## src/rtl/vga_plot_sink_if.sv

```systemverilog
// Plot-request and framebuffer-write bundle between the vgadisplay engine,
// the plot sink and the framebuffer write port.
interface vga_plot_sink_if;
    logic [7:0]  iX;
    logic [6:0]  iY;
    logic [2:0]  iColour;
    logic        iPlot;
    logic        iClear;
    logic [2:0]  iClearColour;
    logic        iMemGrant;
    logic [14:0] oMemAddr;
    logic [2:0]  oMemData;
    logic        oMemWe;
    logic        oBusy;
    logic        oOverflow;
    logic [7:0]  oDropCount;

    // Driver side: plot source plus framebuffer grant.
    modport master (
        output iX, iY, iColour, iPlot, iClear, iClearColour, iMemGrant,
        input  oMemAddr, oMemData, oMemWe, oBusy, oOverflow, oDropCount
    );

    // Sink side: the plot sink itself.
    modport slave (
        input  iX, iY, iColour, iPlot, iClear, iClearColour, iMemGrant,
        output oMemAddr, oMemData, oMemWe, oBusy, oOverflow, oDropCount
    );
endinterface

```

## src/rtl/vga_plot_sink.sv

```systemverilog
// Plot sink: clips incoming plot requests, buffers them in a small FIFO and
// drains them to a 160x120 framebuffer write port with a write/grant
// handshake. A clear request paints the whole screen with one colour.
module vga_plot_sink #(
    parameter int DEPTH  = 16,
    parameter int AW     = 4,
    parameter int WIDTH  = 160,
    parameter int HEIGHT = 120
) (
    input  logic           iClock,
    input  logic           iResetn,
    vga_plot_sink_if.slave bus
);

    localparam logic [7:0]  WIDTH_L   = 8'(WIDTH);
    localparam logic [6:0]  HEIGHT_L  = 7'(HEIGHT);
    localparam logic [14:0] LAST_ADDR = 15'(WIDTH * HEIGHT - 1);
    localparam logic [AW:0] FULL_CNT  = (AW + 1)'(DEPTH);

    typedef enum logic [1:0] {
        IDLE  = 2'd0,
        DRAIN = 2'd1,
        CLEAR = 2'd2
    } state_t;

    state_t        state_reg;
    logic [17:0]   fifo_mem [DEPTH];
    logic [AW-1:0] wr_ptr_reg;
    logic [AW-1:0] rd_ptr_reg;
    logic [AW:0]   count_reg;
    logic [AW:0]   count_next;
    logic          clear_pending_reg;
    logic [2:0]    clear_colour_reg;
    logic [14:0]   clear_addr_reg;
    logic          overflow_reg;
    logic [7:0]    drop_count_reg;

    logic          in_range;
    logic [14:0]   plot_addr;
    logic          fifo_full;
    logic          pop;
    logic          push;
    logic          lost;
    logic          clip;
    logic          clear_accept;
    logic          clear_req;
    logic [17:0]   head;
    logic          mem_we;
    logic [14:0]   mem_addr;
    logic [2:0]    mem_data;

    // Request classification and FIFO bookkeeping.
    always_comb begin
        in_range     = (bus.iX < WIDTH_L) && (bus.iY < HEIGHT_L);
        // y*160 as shift-and-add; the largest in-range result fits 15 bits.
        plot_addr    = ({8'd0, bus.iY} << 7) + ({8'd0, bus.iY} << 5) + {7'd0, bus.iX};
        fifo_full    = (count_reg == FULL_CNT);
        pop          = (state_reg == DRAIN) && bus.iMemGrant;
        push         = bus.iPlot && in_range && (!fifo_full || pop);
        lost         = bus.iPlot && in_range && !push;
        clip         = bus.iPlot && !in_range;
        count_next   = count_reg + (AW + 1)'(push) - (AW + 1)'(pop);
        // A clear arriving this cycle counts as pending immediately, so a
        // grant in the same cycle hands over to the clear without an extra
        // FIFO write slipping in.
        clear_accept = bus.iClear && !clear_pending_reg && (state_reg != CLEAR);
        clear_req    = clear_pending_reg || clear_accept;
        head         = fifo_mem[rd_ptr_reg];
    end

    // Write-port outputs are decoded straight from state so they stay stable
    // for as long as the grant is withheld.
    always_comb begin
        mem_we   = 1'b0;
        mem_addr = '0;
        mem_data = '0;
        case (state_reg)
            DRAIN: begin
                mem_we   = 1'b1;
                mem_addr = head[17:3];
                mem_data = head[2:0];
            end
            CLEAR: begin
                mem_we   = 1'b1;
                mem_addr = clear_addr_reg;
                mem_data = clear_colour_reg;
            end
            default: ;
        endcase
    end

    assign bus.oMemWe     = mem_we;
    assign bus.oMemAddr   = mem_addr;
    assign bus.oMemData   = mem_data;
    assign bus.oBusy      = (state_reg != IDLE) || (count_reg != '0) || clear_pending_reg;
    assign bus.oOverflow  = overflow_reg;
    assign bus.oDropCount = drop_count_reg;

    // FIFO storage: small array with an asynchronous head read so the
    // current entry is visible on the write port in the same cycle.
    always_ff @(posedge iClock) begin
        if (push) begin
            fifo_mem[wr_ptr_reg] <= {plot_addr, bus.iColour};
        end
    end

    // FIFO pointers and occupancy.
    always_ff @(posedge iClock or negedge iResetn) begin
        if (!iResetn) begin
            wr_ptr_reg <= '0;
            rd_ptr_reg <= '0;
            count_reg  <= '0;
        end else begin
            if (push) begin
                wr_ptr_reg <= wr_ptr_reg + AW'(1);
            end
            if (pop) begin
                rd_ptr_reg <= rd_ptr_reg + AW'(1);
            end
            count_reg <= count_next;
        end
    end

    // Sticky overflow flag and saturating clipped-plot counter.
    always_ff @(posedge iClock or negedge iResetn) begin
        if (!iResetn) begin
            overflow_reg   <= 1'b0;
            drop_count_reg <= '0;
        end else begin
            if (lost) begin
                overflow_reg <= 1'b1;
            end
            if (clip && (drop_count_reg != 8'hFF)) begin
                drop_count_reg <= drop_count_reg + 8'd1;
            end
        end
    end

    // Drain/clear sequencer, including the clear request latch.
    always_ff @(posedge iClock or negedge iResetn) begin
        if (!iResetn) begin
            state_reg         <= IDLE;
            clear_pending_reg <= 1'b0;
            clear_colour_reg  <= '0;
            clear_addr_reg    <= '0;
        end else begin
            if (clear_accept) begin
                clear_pending_reg <= 1'b1;
                clear_colour_reg  <= bus.iClearColour;
            end
            case (state_reg)
                IDLE: begin
                    if (clear_req) begin
                        state_reg      <= CLEAR;
                        clear_addr_reg <= '0;
                    end else if (count_reg != '0) begin
                        state_reg <= DRAIN;
                    end
                end
                DRAIN: begin
                    if (pop) begin
                        if (clear_req) begin
                            state_reg      <= CLEAR;
                            clear_addr_reg <= '0;
                        end else if (count_next == '0) begin
                            state_reg <= IDLE;
                        end
                    end
                end
                CLEAR: begin
                    if (bus.iMemGrant) begin
                        if (clear_addr_reg == LAST_ADDR) begin
                            state_reg         <= IDLE;
                            clear_pending_reg <= 1'b0;
                        end else begin
                            clear_addr_reg <= clear_addr_reg + 15'd1;
                        end
                    end
                end
                default: state_reg <= IDLE;
            endcase
        end
    end

endmodule
```

## src/flat_wrapper.sv

```systemverilog
// flat-port wrapper written by rule: the top's interface ports become plain ports
module vga_plot_sink_flat 
#(
    parameter int DEPTH  = 16,
    parameter int AW     = 4,
    parameter int WIDTH  = 160,
    parameter int HEIGHT = 120
)
  (iClock, iResetn, bus_iX, bus_iY, bus_iColour, bus_iPlot, bus_iClear, bus_iClearColour, bus_iMemGrant, bus_oMemAddr, bus_oMemData, bus_oMemWe, bus_oBusy, bus_oOverflow, bus_oDropCount);
  vga_plot_sink_if bus_i ();
  input  logic iClock;
  input  logic iResetn;
  input wire logic [$bits(bus_i.iX)-1:0] bus_iX;
  input wire logic [$bits(bus_i.iY)-1:0] bus_iY;
  input wire logic [$bits(bus_i.iColour)-1:0] bus_iColour;
  input wire logic [$bits(bus_i.iPlot)-1:0] bus_iPlot;
  input wire logic [$bits(bus_i.iClear)-1:0] bus_iClear;
  input wire logic [$bits(bus_i.iClearColour)-1:0] bus_iClearColour;
  input wire logic [$bits(bus_i.iMemGrant)-1:0] bus_iMemGrant;
  output wire logic [$bits(bus_i.oMemAddr)-1:0] bus_oMemAddr;
  output wire logic [$bits(bus_i.oMemData)-1:0] bus_oMemData;
  output wire logic [$bits(bus_i.oMemWe)-1:0] bus_oMemWe;
  output wire logic [$bits(bus_i.oBusy)-1:0] bus_oBusy;
  output wire logic [$bits(bus_i.oOverflow)-1:0] bus_oOverflow;
  output wire logic [$bits(bus_i.oDropCount)-1:0] bus_oDropCount;
  assign bus_i.iX = bus_iX;
  assign bus_i.iY = bus_iY;
  assign bus_i.iColour = bus_iColour;
  assign bus_i.iPlot = bus_iPlot;
  assign bus_i.iClear = bus_iClear;
  assign bus_i.iClearColour = bus_iClearColour;
  assign bus_i.iMemGrant = bus_iMemGrant;
  assign bus_oMemAddr = bus_i.oMemAddr;
  assign bus_oMemData = bus_i.oMemData;
  assign bus_oMemWe = bus_i.oMemWe;
  assign bus_oBusy = bus_i.oBusy;
  assign bus_oOverflow = bus_i.oOverflow;
  assign bus_oDropCount = bus_i.oDropCount;
  vga_plot_sink #(.DEPTH(DEPTH), .AW(AW), .WIDTH(WIDTH), .HEIGHT(HEIGHT)) u_core (.iClock(iClock), .iResetn(iResetn), .bus(bus_i));
endmodule
```

## config.mk

```make
export PLATFORM = sky130hd
export DESIGN_NAME = vga_plot_sink_flat
export DESIGN_NICKNAME = d
export VERILOG_FILES = /design/src/rtl/vga_plot_sink_if.sv /design/src/rtl/vga_plot_sink.sv /design/src/flat_wrapper.sv
export SDC_FILE = /design/constraint.sdc
export NUM_CORES = 1
export LEC_CHECK = 0
export ABC_AREA = 1
export CORE_ASPECT_RATIO = 1.25
export CORE_UTILIZATION = 50
export CTS_CLUSTER_DIAMETER = 200
export CTS_CLUSTER_SIZE = 24
export DETAILED_ROUTE_END_ITERATION = 12
export GPL_ROUTABILITY_DRIVEN = 0
export GPL_TIMING_DRIVEN = 0
export PLACE_DENSITY = 0.67
export SYNTH_ARGS = -nofsm -noshare
export SYNTH_HDL_FRONTEND = slang
export SYNTH_SLANG_ARGS = --single-unit
```

## constraint.sdc

```tcl
create_clock -name iClock -period 2.9 [get_ports iClock]
set_input_delay 0.435 -clock iClock [delete_from_list [all_inputs] [get_ports iClock]]
set_output_delay 0.435 -clock iClock [all_outputs]
set_load 0.01 [all_outputs]
```

==> impl_metrics.py, run 1 <==
metrics = {
    "power": {
        "power_density_nw_per_um2": 594,
        "p_leak_nw": 6.02,
        "ir_drop_mv": 0.413,
    },
    "timing": {
        "worst_pin_slew_ns": 1.02,
        "setup_viol": 1,
        "hold_violations": 0,
        "setup_tns_ns": -0.0112,
        "min_period_ns": 2.91,
        "rsz0062_at_grt": "yes",
        "post-route-period-util_pct": 100,
        "max_freq_mhz": 344,
        "final.setup.worst_slack_ns": -0.0112,
        "max-slew-margin-rel_pct": 31.8,
        "clock_skew_ns": 0.0176,
        "slew_viol_final": 0,
        "timing.hold.ws_ns": 0.307,
    },
    "layout": {
        "largest_reg_flops": 288,
        "fin_nets": 1464,
        "area_growth_pct": 16.1,
        "fillCellCount": 2336,
        "multi_input_area_um2": 4610,
        "utilization_pct": 59.1,
        "layout-drive-gt1-share_pct": 16.0,
        "n_antenna_cell": 0,
        "seqCellArea_um2": 9730,
    },
    "critical_path": {
        "cp_slowest_cell": "dfrtp_2",
        "crit_path_end_kind": "output port",
        "max_stage_delay_ns": 0.47,
        "r2r_cells": 14,
        "arrival_ns": 2.48,
        "worstPathRequired_ns": 2.47,
        "startpoint": "u_core.rd_ptr_reg[0]$_DFFE_PN0P_",
        "critPathLaunchType": "flip-flop",
        "critical_path_class": "reg2out",
        "path_max_fanout": 8,
        "cp_cell_sequence": "buf_6, buf_12, buf_8, nor2_1, nor2_1, o21ai_0, nand3_1, nand3_1, nand2_4, nand2_1, a21oi_2, buf_2",
        "r2r_start": "u_core.state_reg[0]$_DFFE_PN0P_",
    },
    "floorplanning": {
        "num_io_pins": 55,
        "initial_core_util_pct": 50.9,
        "rows": 69,
        "fp.dieH_um": 192,
        "design.die.area_um2": 29700,
        "die_w_um": 154,
        "coreArea_um2": 28500,
    },
    "flow_run": {
        "maxCapViolCount": 0,
    },
    "routing": {
        "routed_wl_mm": 38.8,
        "wirelength_met1_mm": 15.0,
        "dr.first_iter.drc_count": 910,
        "vias_per_cell": 5.87,
        "met2_wirelength_mm": 19.1,
        "wl_per_cell_um": 22.0,
        "num_vias": 10400,
        "wl_met3_mm": 2.86,
        "firstDrtPassIters": 5,
        "drc": 0,
        "ant_nets": 0,
        "dr.max_layer_used": "met4",
    },
    "grt": {
        "grt_max_degree": 35,
        "grt_pass1_wl_mm": 58.0,
        "antenna_found_initial": 0,
        "grt_pass1_vias": 9800,
        "grt.total_usage_pct": 26.7,
        "overflow": 0,
    },
    "clocking": {
        "cts-root-buf": "clkbuf_16",
        "clockBufferDepth": 3,
        "clkLatencyLatePin_ns": 0.53,
        "clkTransAtPathRegs_ns": 0.10,
        "cts_tree": "done",
        "htree_levels": 1,
        "cts_buffers": 17,
        "clkSinkCount": 331,
    },
    "yosys": {
        "ys_ff_latch": 331,
        "ys_seq_area_share_pct": 67.1,
        "syn_inst": 1302,
        "synth_top_area_share_pct": 59.7,
        "async_flop_share_pct": 13.0,
        "synth_top_cell_by_area": "edfxtp_1",
        "synthesis.area_um2": 14500,
        "yosys_warnings": 0,
        "ys.flop_type": "edfxtp_1",
        "synth_area_per_cell_um2": 11.1,
        "synth_edf_count": 288,
        "synth.distinct_cells": 35,
        "synth.area.top_cells": "edfxtp_1 (60%), nor2_1 (7.9%), dfrtp_1 (7.4%)",
        "syn-num-nets": 1361,
    },
    "min_path": {
        "min_path_type": "in2async",
    },
    "run_status": {
        "status": "finished, violations left",
        "violations": "negative setup slack",
    },
    "place": {
        "port-buffer-count": 54,
        "dp_slack_ns": -1.06,
        "dp_hpwl_mm": 26.2,
    },
}
## worst paths after layout
kind	end	slack [ns]
max	bus_oMemAddr[1]	-0.01
min	u_core.clear_addr_reg[11]$_DFFE_PN0P_	0.31
max reg2reg	u_core.state_reg[1]$_DFFE_PN0P_	0.17
min reg2reg	u_core.bus.oOverflow$_DFFE_PN0P_	0.48
max in group asynchronous	u_core.state_reg[0]$_DFFE_PN0P_	2.11
min in group iClock	u_core.bus.oOverflow$_DFFE_PN0P_	0.48
## power breakdown
group          total, mW  internal, mW  switching, mW
combinational       1.58         0.546           1.03
sequential          5.88          5.69          0.189
clock               2.54          1.09           1.45
## cell usage in the layout, fill, tap and decap left out, drive strengths merged, types with 2 or more instances in the layout
master and n:
a21oi 28, edfxtp 288, buf 91, xor2 21
nand2 131, clkdlybuf4s50 35, o31ai 5, inv 47
dfrtp 43, nand3 117, nor3 6, clkbuf 43
o211ai 21, xnor2 5, clkinv 2, ha 30
mux2 3, a31o 2, nand4 15, o21ai 160
nor2 308, fa 3
## stage by stage
stage	cells	total power, mW	area [um^2]
finish	1765	10.0	16800
global route	1765	10.4	16800
CTS	1760	9.98	16600
detailed placement	1728	7.49	15800
global placement	1711	7.35	15500
floorplan	1302	6.78	14500
## routing by layer
layer  up-vias  GRT usage (%)
li1       4746              -
met4         0           11.9
met5         -              0
met2       466           46.1
met1      5052           34.1
met3        88           2.99
## cell usage after synthesis (19+ instances only)
library cell and number:
dfrtp_1 43, edfxtp_1 288, nor2_1 306, o211ai_1 21
buf_2 19, inv_1 41, ha_1 30, nand2_1 129
nand3_1 116, o21ai_0 150, xor2_1 21, a21oi_1 28
## timing repair
action | CTS | global route
endpoints found under the setup margin | 100 | 52
cloned | 1 | 1
gates resized for setup | 166 | 77
setup buffers | 6 | 5
hold buffers | 1 | 0
endpoints found under the hold margin | 9 | 0
pin swaps | 13 | 37
## logic make-up after synthesis
kind of cell	after synthesis	synth area share (%)
adders and majority gates	33	3.00
buffers and inverters	112	3.53
muxes	3	0.233
and+or+nand+nor	578	16.4
DFF	331	67.1
xor gates and xnor gates	26	1.57
AOI/OAI and AO/OA	219	8.12
## layout make-up
cell class	instances	area share [%]
clock inverter	2	0.0967
clock buffer	22	2.64
timing repair buffer	85	5.24
tap	355	2.64
buffer	63	3.03
multi-input combinational	859	27.4
sequential	331	57.8
inverter	48	1.12
## worst max-delay path, delay by kind of cell (launching register included)
family / cells / cell delay (ns)
DFF: 1 / 0.47
AOI/OAI and AO/OA: 2 / 0.29
buffers and inverters: 4 / 0.61
and+or+nand+nor: 6 / 0.59
Note: power is estimated with default switching activity, not from simulation.
==> inputs of run 2 (changes only) <==
--- a/config.mk
+++ b/config.mk
@@ -14,6 +14,7 @@
 export GPL_ROUTABILITY_DRIVEN = 0
 export GPL_TIMING_DRIVEN = 0
 export PLACE_DENSITY = 0.67
+export SETUP_SLACK_MARGIN = 0.4
 export SYNTH_ARGS = -nofsm -noshare
 export SYNTH_HDL_FRONTEND = slang
 export SYNTH_SLANG_ARGS = --single-unit
==> constraint.sdc (replaced) <==
create_clock -name iClock -period 3.2 [get_ports iClock]
set_input_delay 0.48 -clock iClock [delete_from_list [all_inputs] [get_ports iClock]]
set_output_delay 0.48 -clock iClock [all_outputs]
set_load 0.01 [all_outputs]
==> impl_metrics.py, run 2 (synthesis gave the netlist of run 1 again) <==
metrics = {
    "floorplanning": {
        "design.die.area_um2": 29700,
        "num_io_pins": 55,
        "initial_core_util_pct": 50.9,
        "die_w_um": 154,
        "fp.dieH_um": 192,
        "coreArea_um2": 28500,
        "rows": 69,
    },
    "grt": {
        "grt_pass1_wl_mm": 59.2,
        "overflow": 0,
        "grt_max_degree": 35,
        "grt_pass1_vias": 10100,
        "antenna_found_initial": 0,
        "grt.total_usage_pct": 27.2,
    },
    "layout": {
        "area_growth_pct": 22.0,
        "postLayoutCellArea_um2": 17700,
        "fin_nets": 1505,
        "n_antenna_cell": 0,
        "fillCellCount": 2219,
        "final_common_cell": "edfxtp_1",
        "final_cell_mix": "edfxtp_1 (288), nor2_1 (262), o21ai_0 (108), nand2_1 (99), nand3_1 (78)",
        "largest_reg_flops": 288,
        "instances_no_fill": 1806,
        "layout-drive-gt1-share_pct": 22.9,
    },
    "routing": {
        "dr.first_iter.drc_count": 1073,
        "firstDrtPassIters": 7,
        "vias_per_cell": 5.89,
        "wl_per_cell_um": 22.2,
        "num_vias": 10600,
        "drc": 0,
        "routed_wl_mm": 40.1,
        "ant_nets": 0,
    },
    "power": {
        "power_density_nw_per_um2": 516,
        "p_leak_nw": 6.38,
        "ir_drop_mv": 0.382,
    },
    "critical_path": {
        "crit_path_end_kind": "output port",
        "critical_path_class": "reg2out",
        "path_max_fanout": 5,
        "arrival_ns": 2.61,
        "worstPathRequired_ns": 2.72,
        "r2r_cells": 14,
        "critPathLaunchType": "flip-flop",
    },
    "clocking": {
        "clockBufferDepth": 3,
        "clkTransAtPathRegs_ns": 0.10,
        "cts-root-buf": "clkbuf_16",
        "clkLatencyLatePin_ns": 0.53,
        "htree_levels": 1,
        "clkSinkCount": 331,
        "cts_tree": "done",
        "cts_buffers": 17,
    },
    "place": {
        "numPlacedInstances": 1728,
        "dpl_cell_area_um2": 15800,
        "dp_slack_ns": -0.802,
        "dp_hpwl_mm": 26.2,
        "port-buffer-count": 54,
    },
    "timing": {
        "final.setup.worst_slack_ns": 0.109,
        "max-slew-margin-rel_pct": 32.5,
        "clock_skew_ns": 0.0163,
        "setup_viol": 0,
        "hold_violations": 0,
        "worst_pin_slew_ns": 1.01,
        "post-route-period-util_pct": 96.6,
        "rsz0062_at_grt": "yes",
        "min_period_ns": 3.09,
        "slew_viol_final": 0,
        "max_freq_mhz": 324,
    },
    "flow_run": {
        "maxCapViolCount": 0,
    },
    "min_path": {
        "min_path_type": "in2async",
    },
    "run_status": {
        "status": "completed",
    },
}
run 2: cell count changes in the layout (fill, tap and decap cells not counted), sizes merged:
cell    before  now
buf         91  137
clkbuf      43   38
run 2: where the power goes:
part | switching (mW) | total [mW] | internal [mW] | leakage, nW
Clock | 1.32 | 2.31 | 0.992 | 0.220
Combinational | 0.949 | 1.48 | 0.528 | 3.04
Sequential | 0.175 | 5.33 | 5.15 | 3.13
Total | 2.45 | 9.12 | 6.67 | 6.38
run 2: layout make-up:
type / instances / area, um^2 / area share (%)
buffer: 64 / 578 / 3.27
tap: 355 / 444 / 2.51
inverter: 48 / 190 / 1.08
clock inverter: 2 / 16.3 / 0.0920
multi-input combinational: 859 / 4910 / 27.8
clock buffer: 22 / 444 / 2.51
timing repair buffer: 125 / 1370 / 7.76
sequential: 331 / 9730 / 55.0
run 2: metrics by stage:
stage          setup TNS, ns  utilization [%]  hold WS, ns  total power, mW
2_1_floorplan              0                -        0.184             6.14
3_3_place_gp         -229.33             54.3        0.454             6.66
3_5_place_dp          -48.61             55.5        0.364             6.79
4_1_cts                    0             60.3        0.349             9.05
5_1_grt                    0             62.1        0.379             9.43
6_report                   0             62.1        0.345             9.12
run 2: what timing repair did:
item,in CTS,in global routing
pin swaps,71,80
endpoints found under the hold margin,9,0
setup buffers,34,15
hold buffers,1,0
endpoints found under the setup margin,112,84
cloned,3,1
resized for setup,264,127
run 2: per-layer routing:
metal | track usage (%) | wire length [um] | share of wire [%]
met1 | 34.3 | 15500 | 38
met2 | 46.8 | 20100 | 50
met3 | 3.03 | 2650 | 6.6
met4 | 14.0 | 1980 | 4.9
met5 | 0 | 0 | 0
run 2: final timing paths:
kind / startpoint / to / slack, ns
max in group asynchronous: iResetn / u_core.state_reg[0]$_DFFE_PN0P_ / 2.37
min reg2reg: u_core.bus.oOverflow$_DFFE_PN0P_ / u_core.bus.oOverflow$_DFFE_PN0P_ / 0.48
min: iResetn / u_core.clear_addr_reg[11]$_DFFE_PN0P_ / 0.35
min in group iClock: u_core.bus.oOverflow$_DFFE_PN0P_ / u_core.bus.oOverflow$_DFFE_PN0P_ / 0.48
max: u_core.rd_ptr_reg[0]$_DFFE_PN0P_ / bus_oMemAddr[9] / 0.11
max reg2reg: u_core.state_reg[0]$_DFFE_PN0P_ / u_core.state_reg[1]$_DFFE_PN0P_ / 0.41
run 2: critical path: stages, from the launching register on:
cell and delay (ns):
dfrtp_2 0.48, buf_8 0.14, buf_12 0.13, buf_8 0.12
buf_6 0.10, buf_6 0.10, nor2_2 0.03, nor2_1 0.08
o21ai_1 0.07, nand3_1 0.12, nand3_2 0.15, nand2_2 0.18
nand2_2 0.07, a21oi_2 0.18, buf_2 0.16
==> inputs of run 3 (changes only) <==
--- a/config.mk
+++ b/config.mk
@@ -6,7 +6,7 @@
 export NUM_CORES = 1
 export LEC_CHECK = 0
 export ABC_AREA = 1
-export CORE_ASPECT_RATIO = 1.25
+export CORE_ASPECT_RATIO = 0.6
 export CORE_UTILIZATION = 50
 export CTS_CLUSTER_DIAMETER = 200
 export CTS_CLUSTER_SIZE = 24
==> constraint.sdc (replaced) <==
create_clock -name iClock -period 3.2 [get_ports iClock]
set_input_delay 0.48 -clock iClock [delete_from_list [all_inputs] [get_ports iClock]]
set_output_delay 0.48 -clock iClock [all_outputs]
set_load 0.02 [all_outputs]
==> impl_metrics.py, run 3 (synthesis gave the netlist of run 1 again) <==
metrics = {
    "run_status": {
        "status": "completed",
    },
    "flow_run": {
        "maxCapViolCount": 0,
    },
    "critical_path": {
        "worstPathRequired_ns": 2.72,
        "cpMostUsedCell": "buf_12",
        "arrival_ns": 2.55,
        "reg2reg_slack_ns": 0.43,
        "max_stage_delay_ns": 0.44,
        "cp_cell_sequence": "buf_12, inv_12, buf_12, buf_12, nor2_1, o211ai_1, nand3_1, nand2_2, nand2_2, a21oi_2, buf_6",
        "cp_slowest_cell": "dfrtp_2",
        "r2r_start": "u_core.state_reg[0]$_DFFE_PN0P_",
        "critical_path_class": "reg2out",
        "r2r-end": "u_core.state_reg[1]$_DFFE_PN0P_",
        "startpoint": "u_core.rd_ptr_reg[0]$_DFFE_PN0P_",
        "critPathLaunchType": "flip-flop",
        "r2r_cells": 14,
        "critPathCapture": "bus_oMemAddr[0]",
        "path_max_fanout": 7,
        "crit_path_end_kind": "output port",
    },
    "timing": {
        "post-route-period-util_pct": 94.8,
        "hold_violations": 0,
        "worst_pin_slew_ns": 1.03,
        "rsz0062_at_grt": "yes",
        "setup_viol": 0,
        "max_freq_mhz": 330,
        "min_period_ns": 3.03,
        "setup_tns_ns": 0,
        "clock_skew_ns": 0.0212,
        "slew_viol_final": 0,
        "max-slew-margin-rel_pct": 31.5,
    },
    "grt": {
        "overflow": 0,
        "grt_pass1_wl_mm": 63.5,
        "grt_pass1_vias": 9929,
        "met3_usage_pct": 10.3,
        "grtUsageMet1_pct": 45.2,
        "grt.total_usage_pct": 29.4,
        "antenna_found_initial": 0,
        "top_usage_layer": "met1",
        "grt_use_met2_pct": 39.8,
        "grt_max_degree": 33,
    },
    "routing": {
        "drc": 0,
        "wl_per_cell_um": 24.0,
        "dr.first_iter.drc_count": 1461,
        "routed_wl_mm": 43.7,
        "vias_per_cell": 5.91,
        "ant_nets": 0,
        "num_vias": 10800,
        "firstDrtPassIters": 6,
    },
    "floorplanning": {
        "die_w_um": 222,
        "rows": 47,
        "fp.dieH_um": 134,
        "initial_core_util_pct": 51.7,
        "design.die.area_um2": 29700,
        "coreArea_um2": 28100,
        "num_io_pins": 55,
    },
    "layout": {
        "utilization_pct": 65.0,
        "postLayoutCellArea_um2": 18200,
        "final_common_cell": "edfxtp_1",
        "instances_no_fill": 1821,
        "largest_reg_flops": 288,
        "fin_nets": 1502,
        "area_growth_pct": 25.8,
        "final_cell_mix": "edfxtp_1 (288), nor2_1 (265), o21ai_0 (108), nand2_1 (96), nand3_1 (73)",
        "n_antenna_cell": 0,
        "layout-drive-gt1-share_pct": 23.2,
    },
    "place": {
        "port-buffer-count": 54,
        "dp_hpwl_mm": 28.7,
        "numPlacedInstances": 1742,
        "dpl_cell_area_um2": 15900,
    },
    "clocking": {
        "cts-root-buf": "clkbuf_16",
        "clkSinkCount": 331,
        "clkLatencyLatePin_ns": 0.54,
        "clockBufferDepth": 3,
        "clkTransAtPathRegs_ns": 0.10,
        "cts_buffers": 17,
        "htree_levels": 1,
        "cts_tree": "done",
    },
    "power": {
        "p_leak_nw": 6.59,
        "ir_drop_mv": 0.349,
        "power_density_nw_per_um2": 514,
    },
    "min_path": {
        "min_path_type": "in2async",
    },
}
## run 3: cell count changes in the layout (fill, tap and decap cells not counted), sizes merged
cell	before	now
buf	137	127
inv	47	49
clkinvlp	1	0
clkbuf	38	48
bufbuf	0	2
## run 3: layout make-up
class / count / area, um^2
Buffer: 64 / 734
Clock buffer: 28 / 467
Clock inverter: 2 / 15.0
Fill cell: 2044 / 9810
Inverter: 48 / 198
Multi-Input combinational cell: 859 / 4930
Sequential cell: 331 / 9730
Tap cell: 367 / 459
Timing Repair Buffer: 121 / 1690
Timing Repair inverter: 1 / 16.3
## run 3: worst min path at each step
stage | startpoint | to | slack (ns) | cells past startpoint
6_report | iResetn | u_core.clear_addr_reg[11]$_DFFE_PN0P_ | 0.36 | 2
5_1_grt | iResetn | u_core.clear_addr_reg[6]$_DFFE_PN0P_ | 0.38 | 2
4_1_cts | iResetn | u_core.clear_addr_reg[7]$_DFFE_PN0P_ | 0.36 | 2
3_5_place_dp | iResetn | u_core.clear_addr_reg[7]$_DFFE_PN0P_ | 0.38 | 1
3_3_place_gp | u_core.bus.oOverflow$_DFFE_PN0P_ | u_core.bus.oOverflow$_DFFE_PN0P_ | 0.44 | 1
2_1_floorplan | iResetn | u_core.bus.oDropCount[0]$_DFFE_PN0P_ | 0.18 | 0
## run 3: repair_timing
action / in CTS / in global routing
gates resized for setup: 362 / 91
gates cloned: 17 / 2
endpoints found under the hold margin: 11 / 0
hold buffers: 1 / 0
buffers inserted: 20 / 9
endpoints found under the setup margin: 315 / 61
pin swaps: 95 / 74
## run 3: through the flow
stage                     setup WS (ns)  hold WS (ns)  power [mW]
after global routing              0.133         0.383        9.68
after CTS                         0.230         0.363        9.28
after global placement            -1.00         0.442        6.74
after detailed placement         -0.744         0.384        6.91
final                             0.167         0.365        9.37
after floorplan                   0.494         0.184        6.19
## run 3: per-layer routing
metal  share of wire, %  up-vias
met5                  0        -
met3                 14       51
met4                1.9        0
met2                 41      628
met1                 43     5223
li1                   -     4856
## run 3: report_power, final
| part | switching, mW | internal [mW] | total, mW |
|---|---|---|---|
| Clock | 1.38 | 1.02 | 2.41 |
| Sequential | 0.181 | 5.15 | 5.33 |
| Combinational | 1.05 | 0.574 | 1.63 |
## run 3: critical path, delay by kind of cell (launching register included)
family / cells / cell delay (ns)
flops: 1 / 0.44
simple gates: 4 / 0.40
compound gates: 2 / 0.52
buf+inv: 5 / 0.66
